==> config.mk <==
export PLATFORM = sky130hd
export DESIGN_NAME = spi_bus_arbiter
export DESIGN_NICKNAME = d
export VERILOG_FILES = /design/src/rtl/spi_arb_pkg.sv /design/src/rtl/spi_arb_rr_pick.sv /design/src/rtl/spi_bus_arbiter.sv
export SDC_FILE = /design/constraint.sdc
export NUM_CORES = 1
export LEC_CHECK = 0
export CORE_MARGIN = 2
export CORE_UTILIZATION = 44
export CTS_BUF_LIST = sky130_fd_sc_hd__clkbuf_16
export DETAILED_ROUTE_END_ITERATION = 6
export PLACE_DENSITY_LB_ADDON = 0.12
export SYNTH_ARGS = -nofsm -noshare
export SYNTH_HDL_FRONTEND = slang
export SYNTH_SLANG_ARGS = --single-unit
==> constraint.sdc <==
create_clock -name CLK_25MHz -period 2.5 [get_ports CLK_25MHz]
set_input_delay 0.375 -clock CLK_25MHz [delete_from_list [all_inputs] [get_ports CLK_25MHz]]
set_output_delay 0.375 -clock CLK_25MHz [all_outputs]
set_load 0.02 [all_outputs]
==> src/rtl/spi_arb_pkg.sv <==
// Shared types and constants for the two-requester SPI bus arbiter.
package spi_arb_pkg;

  localparam int unsigned ACK_TIMEOUT   = 8;
  localparam int unsigned ACK_TIMEOUT_W = $clog2(ACK_TIMEOUT + 1);
  localparam int unsigned DATA_W        = 16;
  localparam int unsigned LEN_W         = 4;

  typedef enum logic [1:0] {
    IDLE      = 2'd0,
    ISSUE     = 2'd1,
    WAIT_BUSY = 2'd2,
    WAIT_DONE = 2'd3
  } state_t;

  typedef struct packed {
    logic [DATA_W-1:0] data;
    logic [LEN_W-1:0]  len;
    logic              mode;
    logic              lock;
  } req_t;

endpackage

==> src/rtl/spi_arb_rr_pick.sv <==
// Combinational two-way round-robin picker with lock override.
module spi_arb_rr_pick (
  input  logic [1:0] valid,
  input  logic       last,
  input  logic       lock_en,
  input  logic       lock_id,
  output logic       grant_id,
  output logic       grant_vld
);

  always_comb begin
    grant_id  = 1'b0;
    grant_vld = 1'b0;
    // A held lock makes the owner the only candidate, even when it is not requesting.
    if (lock_en) begin
      grant_id  = lock_id;
      grant_vld = valid[lock_id];
    end else if (valid == 2'b11) begin
      grant_id  = ~last;
      grant_vld = 1'b1;
    end else if (valid[0]) begin
      grant_id  = 1'b0;
      grant_vld = 1'b1;
    end else if (valid[1]) begin
      grant_id  = 1'b1;
      grant_vld = 1'b1;
    end
  end

endmodule

==> src/rtl/spi_bus_arbiter.sv <==
// Round-robin arbiter sharing one spi_controller between two requesters.
// Optional per-owner transfer counters when SPI_ARB_STATS_EN is defined.
module spi_bus_arbiter
  import spi_arb_pkg::*;
(
  input  logic              CLK_25MHz,
  input  logic              RESET,
  input  logic              REQ0_VALID,
  input  logic [DATA_W-1:0] REQ0_DATA,
  input  logic [LEN_W-1:0]  REQ0_LEN,
  input  logic              REQ0_MODE,
  input  logic              REQ0_LOCK,
  output logic              REQ0_ACK,
  input  logic              REQ1_VALID,
  input  logic [DATA_W-1:0] REQ1_DATA,
  input  logic [LEN_W-1:0]  REQ1_LEN,
  input  logic              REQ1_MODE,
  input  logic              REQ1_LOCK,
  output logic              REQ1_ACK,
  output logic [DATA_W-1:0] SPI_DATA,
  output logic [LEN_W-1:0]  SPI_LEN,
  output logic              SPI_MODE,
  output logic              SPI_WE,
  input  logic              SPI_READY,
  output logic [1:0]        GRANT,
  output logic              BUSY,
  output logic              TIMEOUT_ERR
`ifdef SPI_ARB_STATS_EN
  ,
  output logic [15:0]       XFER_CNT0,
  output logic [15:0]       XFER_CNT1
`endif
);

  state_t                   state, state_nxt;
  logic                     owner, owner_nxt;
  logic                     last, last_nxt;
  logic                     lock_en, lock_nxt;
  logic                     cap_lock, cap_lock_nxt;
  logic [ACK_TIMEOUT_W-1:0] cnt, cnt_nxt;
  logic                     tmo_nxt;
  logic                     we_nxt;
  logic [1:0]               ack_nxt;
  logic [1:0]               grant_nxt;
  logic                     pick_id, pick_vld;
  req_t                     req0, req1, sel;

  assign req0 = {REQ0_DATA, REQ0_LEN, REQ0_MODE, REQ0_LOCK};
  assign req1 = {REQ1_DATA, REQ1_LEN, REQ1_MODE, REQ1_LOCK};
  assign sel  = owner ? req1 : req0;

  // Lock owner is always the last served requester.
  spi_arb_rr_pick u_pick (
    .valid     ({REQ1_VALID, REQ0_VALID}),
    .last      (last),
    .lock_en   (lock_en),
    .lock_id   (last),
    .grant_id  (pick_id),
    .grant_vld (pick_vld)
  );

  always_comb begin
    state_nxt    = state;
    owner_nxt    = owner;
    last_nxt     = last;
    lock_nxt     = lock_en;
    cap_lock_nxt = cap_lock;
    cnt_nxt      = cnt;
    tmo_nxt      = TIMEOUT_ERR;
    we_nxt       = 1'b0;
    ack_nxt      = 2'b00;
    grant_nxt    = 2'b00;

    case (state)
      IDLE: begin
        if (SPI_READY && pick_vld) begin
          owner_nxt = pick_id;
          state_nxt = ISSUE;
        end
      end
      ISSUE: begin
        we_nxt       = 1'b1;
        ack_nxt      = owner ? 2'b10 : 2'b01;
        cap_lock_nxt = sel.lock;
        cnt_nxt      = '0;
        state_nxt    = WAIT_BUSY;
      end
      WAIT_BUSY: begin
        if (!SPI_READY) begin
          state_nxt = WAIT_DONE;
        end else if (cnt == ACK_TIMEOUT_W'(ACK_TIMEOUT - 1)) begin
          tmo_nxt   = 1'b1;
          lock_nxt  = 1'b0;
          state_nxt = IDLE;
        end else begin
          cnt_nxt = cnt + 1'b1;
        end
      end
      WAIT_DONE: begin
        if (SPI_READY) begin
          last_nxt  = owner;
          lock_nxt  = cap_lock;
          state_nxt = IDLE;
        end
      end
      default: state_nxt = IDLE;
    endcase

    if (state_nxt != IDLE) begin
      grant_nxt = owner_nxt ? 2'b10 : 2'b01;
    end else if (lock_nxt) begin
      grant_nxt = last_nxt ? 2'b10 : 2'b01;
    end
  end

  always_ff @(posedge CLK_25MHz) begin
    if (RESET) begin
      state       <= IDLE;
      owner       <= 1'b0;
      last        <= 1'b1;
      lock_en     <= 1'b0;
      cap_lock    <= 1'b0;
      cnt         <= '0;
      TIMEOUT_ERR <= 1'b0;
      SPI_WE      <= 1'b0;
      REQ0_ACK    <= 1'b0;
      REQ1_ACK    <= 1'b0;
      GRANT       <= 2'b00;
      BUSY        <= 1'b0;
      SPI_DATA    <= '0;
      SPI_LEN     <= '0;
      SPI_MODE    <= 1'b0;
    end else begin
      state       <= state_nxt;
      owner       <= owner_nxt;
      last        <= last_nxt;
      lock_en     <= lock_nxt;
      cap_lock    <= cap_lock_nxt;
      cnt         <= cnt_nxt;
      TIMEOUT_ERR <= tmo_nxt;
      SPI_WE      <= we_nxt;
      REQ0_ACK    <= ack_nxt[0];
      REQ1_ACK    <= ack_nxt[1];
      GRANT       <= grant_nxt;
      BUSY        <= (state_nxt != IDLE);
      // Word registers hold their value until the next capture.
      if (state == ISSUE) begin
        SPI_DATA <= sel.data;
        SPI_LEN  <= sel.len;
        SPI_MODE <= sel.mode;
      end
    end
  end

`ifdef SPI_ARB_STATS_EN
  always_ff @(posedge CLK_25MHz) begin
    if (RESET) begin
      XFER_CNT0 <= '0;
      XFER_CNT1 <= '0;
    end else if (state == WAIT_DONE && SPI_READY) begin
      if (owner) XFER_CNT1 <= XFER_CNT1 + 16'd1;
      else       XFER_CNT0 <= XFER_CNT0 + 16'd1;
    end
  end
`endif

endmodule

==> results of run 1 <==
-- report_power, final --
group	internal [uW]	switching (uW)	leakage, uW
logic	226	200	0.000531
clock network	466	236	0.0000836
registers	663	45.2	0.000310
total	1360	481	0.000925
-- worst paths after layout --
check	endpoint	depth (start not counted)	startpoint
min reg2reg	TIMEOUT_ERR$_SDFFE_PP0P_	2	TIMEOUT_ERR$_SDFFE_PP0P_
min	TIMEOUT_ERR$_SDFFE_PP0P_	2	TIMEOUT_ERR$_SDFFE_PP0P_
max reg2reg	SPI_DATA[1]$_SDFFE_PP0P_	4	state[0]$_SDFF_PP0_
max	GRANT[1]$_SDFF_PP0_	5	REQ0_VALID
-- registers in the layout, indices dropped and copies added, names as in the netlist --
name,cells
REQ1_ACK,1
owner,1
TIMEOUT_ERR,1
BUSY,1
cnt,4
SPI_DATA,16
last,1
GRANT,2
SPI_MODE,1
lock_en,1
state,2
SPI_WE,1
SPI_LEN,4
REQ0_ACK,1
cap_lock,1
-- layout by cell type (no fill, tap or decap), types with 2 or more instances in the layout --
| cell | Yosys | layout |
|---|---|---|
| nand2_1 | 5 | 5 |
| buf_4 | 4 | 2 |
| nor2_1 | 27 | 27 |
| a32o_1 | 2 | 2 |
| clkinv_2 | 0 | 2 |
| nand3_1 | 3 | 3 |
| a21oi_1 | 5 | 5 |
| nor3_2 | 2 | 2 |
| clkdlybuf4s50_1 | 0 | 76 |
| xnor2_1 | 2 | 2 |
| mux2i_1 | 24 | 24 |
| a211oi_1 | 22 | 22 |
| nor3_1 | 3 | 3 |
| and2_1 | 2 | 2 |
| nand3b_1 | 3 | 3 |
| dfxtp_1 | 38 | 38 |
| clkbuf_16 | 0 | 5 |
| nor2b_1 | 3 | 2 |
| inv_1 | 3 | 3 |
-- routing by layer --
metal  vias to the layer above  GRT usage
met1                       701      0.241
li1                        785          -
met3                         8     0.0743
met4                         0     0.0918
met5                         -          0
met2                        51      0.336
-- cell type report --
cell class / instances / area (sq um) / area share
timing repair buffer: 79 / 796 / 0.298
sequential: 38 / 761 / 0.285
tap: 48 / 60.1 / 0.0225
clock inverter: 3 / 40.0 / 0.0150
inverter: 3 / 11.3 / 0.00422
multi-input combinational: 121 / 875 / 0.328
clock buffer: 5 / 125 / 0.0469
-- through the flow --
| stage | setup slack, ns | util | std cells |
|---|---|---|---|
| 2_1_floorplan | 0.982 | - | 177 |
| 3_3_place_gp | 0.514 | 0.673 | 289 |
| 3_5_place_dp | 0.462 | 0.673 | 289 |
| 4_1_cts | 0.753 | 0.718 | 297 |
| 5_1_grt | 0.637 | 0.718 | 297 |
| 6_report | 0.756 | 0.718 | 297 |
-- worst max-delay path, cell delays in order --
cell	delay, ns
clkdlybuf4s50_1	0.44
or3b_1	0.43
o211ai_2	0.13
mux2_1	0.34
a32o_1	0.20
-- cells by family (layout without fill, tap and decap cells) --
logic type      count (synthesis)  count (layout)  synth area share
fa+ha+maj                       1               1           0.00726
compound gates                 38              38             0.169
flops                          38              38             0.441
xor+xnor                        2               2            0.0102
simple gates                   55              55             0.171
mux                            25              25             0.146
buf+inv                        18              90            0.0559
==> results.md, run 1 <==
* Design area at 0.00267 sq mm
* Area Overhead vs Synth at 54.7%
* Worst rel slew slack at 0.612
* Clock sink count at 38
* Number of setup buffers added after CTS at 0
* Total grt overflow at 0
* Vias per std cell at 5.20
* Met2 wire len at 2020 um
* Fin crit share at 0.698
* Final setup TNS at 0 ns
* Drt initial violations at 106
* Post-Syn Area per Cell at 9.74 sq um
* Die width at 66.6 um
* RSZ-0062 raised after global routing: no
* CP Capture Type: flip-flop
* Drt total wl at 4190 um
* CP max FO at 3
* Count of cell types in the netlist at 37
* Die height at 66.6 um
* First-pass GRT wire length at 6810 um
* Dominant cells by area after synthesis: dfxtp_1 (44%), mux2i_1 (14%), a211oi_1 (9.6%)
* Core area at 0.00372 sq mm
* CP required at 2.67 ns
* Number of cell rows at 22
* Total track usage at 0.206
* Slew Limit Fails at 0
* Largest area contributor in the netlist: dfxtp_1
* Vias in the first global route at 1,473
* Routability cong. at 0.739
* Die area at 0.00444 sq mm
* Initial Util at 0.464
* Hold_ws at 0.478 ns
* Clock skew at 0.00342 ns
* Post-route ant nets at 0
* Power Density at 688 mW/mm^2
* I/O Buffers at 76
* CTS clk-pin slew, worst paths at 0.06 ns
* CTS tree: yes
* Antenna violations before repair at 0
* Post-synth EDFFs at 0
* Worst hold path type: flip-flop to flip-flop
* Synth async-reset ratio at 0
* Remaining DRCs at 0
* DP Wirelength at 3030 um
* Max Buffers Root-to-Sink at 2
* Ys Warns at 0
* # fillers at 313
* Largest net degree at the start of global routing at 47
* TritonCTS Buffers at 5
* #FFs+latches synth at 38
* Leak Pwr at 0.000925 uW
* First-pass DRT Iterations at 4
* Max Fclk at 573 MHz
* Final Setup Violations at 0
* Sequential fraction of the synthesis area at 0.441
* Worst vdd ir at 456 uV
* Ant diodes at 0
* Cell with the most instances after synthesis: dfxtp_1
* DR vias at 1,545
* H-tree Lvls at 2
* Clk Latency, worst-skew pair at 0.28 ns
* Placed Area at 0.00250 sq mm
* Clock Tree Root: clkbuf_16
* Met3 wire length at 327 um
* Cell area after synthesis at 0.00172 sq mm
* Worst slew pin tran at 0.581 ns
* MaxCap Viol Count at 0
* Area share of the largest cell type after synthesis at 0.441
* Cts repair resizes at 0
* Synth Instances at 177
* Type of origin of the critical path: primary input
* M1 wire length at 1780 um
* Final nets at 298
* Crit path time final at 1.74 ns
* Post-Syn Nets at 227
* Flop2flop setup slack at 0.76 ns
* Top_reg_cell synth: dfxtp_1
* DR WL/cell at 14.1 um
* # IOs at 77
* Hold bufs inserted after CTS at 0
* WS Path Type: primary input to flip-flop
* Status: complete, no violations
* Top sig layer: met4
* Power, Total at 1840 uW
* Final hold vios at 0
* Top cells by count, synth: dfxtp_1 (38), nor2_1 (27), mux2i_1 (24), a211oi_1 (22)
* Worst EP arrival at 1.91 ns
* Fraction of layout cells with a size suffix above 1 at 0.0803
No activity file was read; power rests on OpenSTA's default activity.
==> inputs of run 2 (changes only) <==
--- a/config.mk
+++ b/config.mk
@@ -6,7 +6,7 @@
 export NUM_CORES = 1
 export LEC_CHECK = 0
 export CORE_MARGIN = 2
-export CORE_UTILIZATION = 44
+export CORE_UTILIZATION = 37
 export CTS_BUF_LIST = sky130_fd_sc_hd__clkbuf_16
 export DETAILED_ROUTE_END_ITERATION = 6
 export PLACE_DENSITY_LB_ADDON = 0.12
==> constraint.sdc (replaced) <==
create_clock -name CLK_25MHz -period 1.6 [get_ports CLK_25MHz]
set_input_delay 0.24 -clock CLK_25MHz [delete_from_list [all_inputs] [get_ports CLK_25MHz]]
set_output_delay 0.24 -clock CLK_25MHz [all_outputs]
set_load 0.02 [all_outputs]
==> run 2 against run 1 <==
Compared with the run above:
- die area grew 18%
- non-clock buffer count grew 15
- core utilization shrank 9.3 points
- worst hold slack lost 0.016 ns
- setup slack lost 0.71 ns
- critical path depth is the same
- sequential power grew 54%
- wire length shrank 6.5%
- sequential share of layout area shrank 0.90 points
- count of clock-buffer cells in the layout is the same
- clock power grew 26%
==> results.md, run 2 (synthesized netlist as in run 1, its figures left out) <==
* Top flop regs: SPI_DATA x16, SPI_LEN x4, cnt x4
* Final setup TNS at 0 ns (unchanged)
* Final nets at 313 (+5.0%)
* Fraction of layout cells with a size suffix above 1 at 0.137 (+0.0571)
* Number of cell rows at 24 (+9.1%)
* Ant diodes at 0 (unchanged)
* Vias in the first global route at 1,506 (+2.2%)
* Final Setup Violations at 0 (unchanged)
* Slew Limit Fails at 0 (unchanged)
* Clock sink count at 38 (unchanged)
* H-tree Lvls at 2 (unchanged)
* CP max FO at 3 (unchanged)
* Worst hold path type: flip-flop to flip-flop
* Max Buffers Root-to-Sink at 2 (unchanged)
* Leak Pwr at 0.000981 uW (+6.1%)
* DR vias at 1,528 (-1.1%)
* Fin crit share at 0.971
* CTS clk-pin slew, worst paths at 0.05 ns (about the same)
* Die area at 0.00522 sq mm (+18%)
* Post-route ant nets at 0 (unchanged)
* CP Capture Type: flip-flop
* Worst rel slew slack at 0.771 (+0.159)
* Power Density at 982 mW/mm^2 (+43%)
* Vias per std cell at 4.87 (-6.5%)
* Crit path time final at 1.55 ns
* Commonest non-fill, non-tap cells in the layout: clkdlybuf4s50_1 (76), dfxtp_1 (37), nor2_1 (27), mux2i_1 (24), a211oi_1 (22)
* Worst vdd ir at 613 uV (+34%)
* WS Path Type: primary input to flip-flop
* CP required at 1.76 ns (-0.91 ns)
* Area Overhead vs Synth at 60.0%
* I/O Buffers at 76 (unchanged)
* Core area at 0.00441 sq mm (+19%)
* Remaining DRCs at 0 (unchanged)
* Largest net degree at the start of global routing at 25 (-47%)
* Worst EP arrival at 1.72 ns (-0.19 ns)
* Register name with the most flops: SPI_DATA
* Hold_ws at 0.462 ns (-0.0159 ns)
* Die width at 72.3 um (+8.5%)
* Commonest non-fill, non-tap cell in the layout: clkdlybuf4s50_1
* Max reg flops at 16 (unchanged)
* Power, Total at 2710 uW (+47%)
* Clock skew at 0.00427 ns (+0.000853 ns)
* Type of origin of the critical path: primary input
* DP Wirelength at 3020 um (-0.21%)
* Antenna violations before repair at 0 (unchanged)
* Post-placement cell count at 306 (+5.9%)
* First-pass DRT Iterations at 4 (unchanged)
* MaxCap Viol Count at 0 (unchanged)
* Drt total wl at 3920 um (-6.5%)
* # IOs at 77 (unchanged)
* Clk Latency, worst-skew pair at 0.27 ns (about the same)
* Status: complete, no violations
* Max Fclk at 643 MHz
* Worst slew pin tran at 0.342 ns (-0.239 ns)
* CTS tree: yes
* Initial Util at 0.391 (-0.0734)
* DR WL/cell at 12.5 um (-12%)
* Routability cong. at 0.763 (+3.2%)
* Final hold vios at 0 (unchanged)
* TritonCTS Buffers at 5 (unchanged)
* # fillers at 401 (+28%)
* Finished Layout Cells at 314 (+5.7%)
* Drt initial violations at 53 (-50%)
* Total grt overflow at 0 (unchanged)
* Die height at 72.3 um (+8.5%)
* First-pass GRT wire length at 6870 um (+0.91%)
* RSZ-0062 raised after global routing: no
* Clock Tree Root: clkbuf_16
* Total track usage at 0.169 (-0.0376)
run 2: worst max-delay path, stage by stage:
cell and delay [ns]:
clkdlybuf4s50_1 0.44, or3b_4 0.42, o211ai_2 0.10, mux2_4 0.32, a32o_1 0.20
run 2: per-layer routing:
metal	up-vias	part of all wire	wire, um	track usage
met5	-	0	0	0
met4	0	0.014	53	0.0566
met3	5	0.071	279	0.0653
met2	38	0.49	1920	0.275
met1	677	0.42	1660	0.203
li1	808	-	-	-
run 2: stage by stage:
step                      instance area (sq um)  setup slack (ns)   util
after floorplan                            1720             0.111      -
after global placement                     2590            -0.252  0.587
final                                      2760            0.0458  0.625
after CTS                                  2730            0.0145  0.617
after global routing                       2760            0.0129  0.625
after detailed placement                   2590            -0.271  0.587
run 2: cell type report:
type | instances | area [sq um] | share of cell area
clock buffer | 5 | 125 | 0.0454
tap | 52 | 65.1 | 0.0236
timing repair buffer | 94 | 896 | 0.325
sequential | 38 | 762 | 0.276
inverter | 3 | 11.3 | 0.00408
multi-input combinational | 121 | 896 | 0.325
clock inverter | 1 | 3.75 | 0.00136
run 2: timing repair:
action,CTS,global route
setup endpoints to repair,1,2
hold buffers,0,0
setup buffers,0,2
pin swaps,0,1
cloned,0,0
endpoints found under the hold margin,0,0
resized for setup,1,4
run 2: worst paths after layout:
kind	start	end	slack, ns	cells after the start
max reg2reg	cnt[1]$_SDFFE_PP0P_	GRANT[1]$_SDFF_PP0_	0.14	5
min reg2reg	TIMEOUT_ERR$_SDFFE_PP0P_	TIMEOUT_ERR$_SDFFE_PP0P_	0.46	2
max	REQ0_VALID	GRANT[1]$_SDFF_PP0_	0.05	5
min	TIMEOUT_ERR$_SDFFE_PP0P_	TIMEOUT_ERR$_SDFFE_PP0P_	0.46	2
run 2: where the power goes:
group / switching [uW] / leakage [uW] / internal (uW)
logic: 331 / 0.000607 / 401
clock network: 333 / 0.0000632 / 553
registers: 53.3 / 0.000311 / 1040
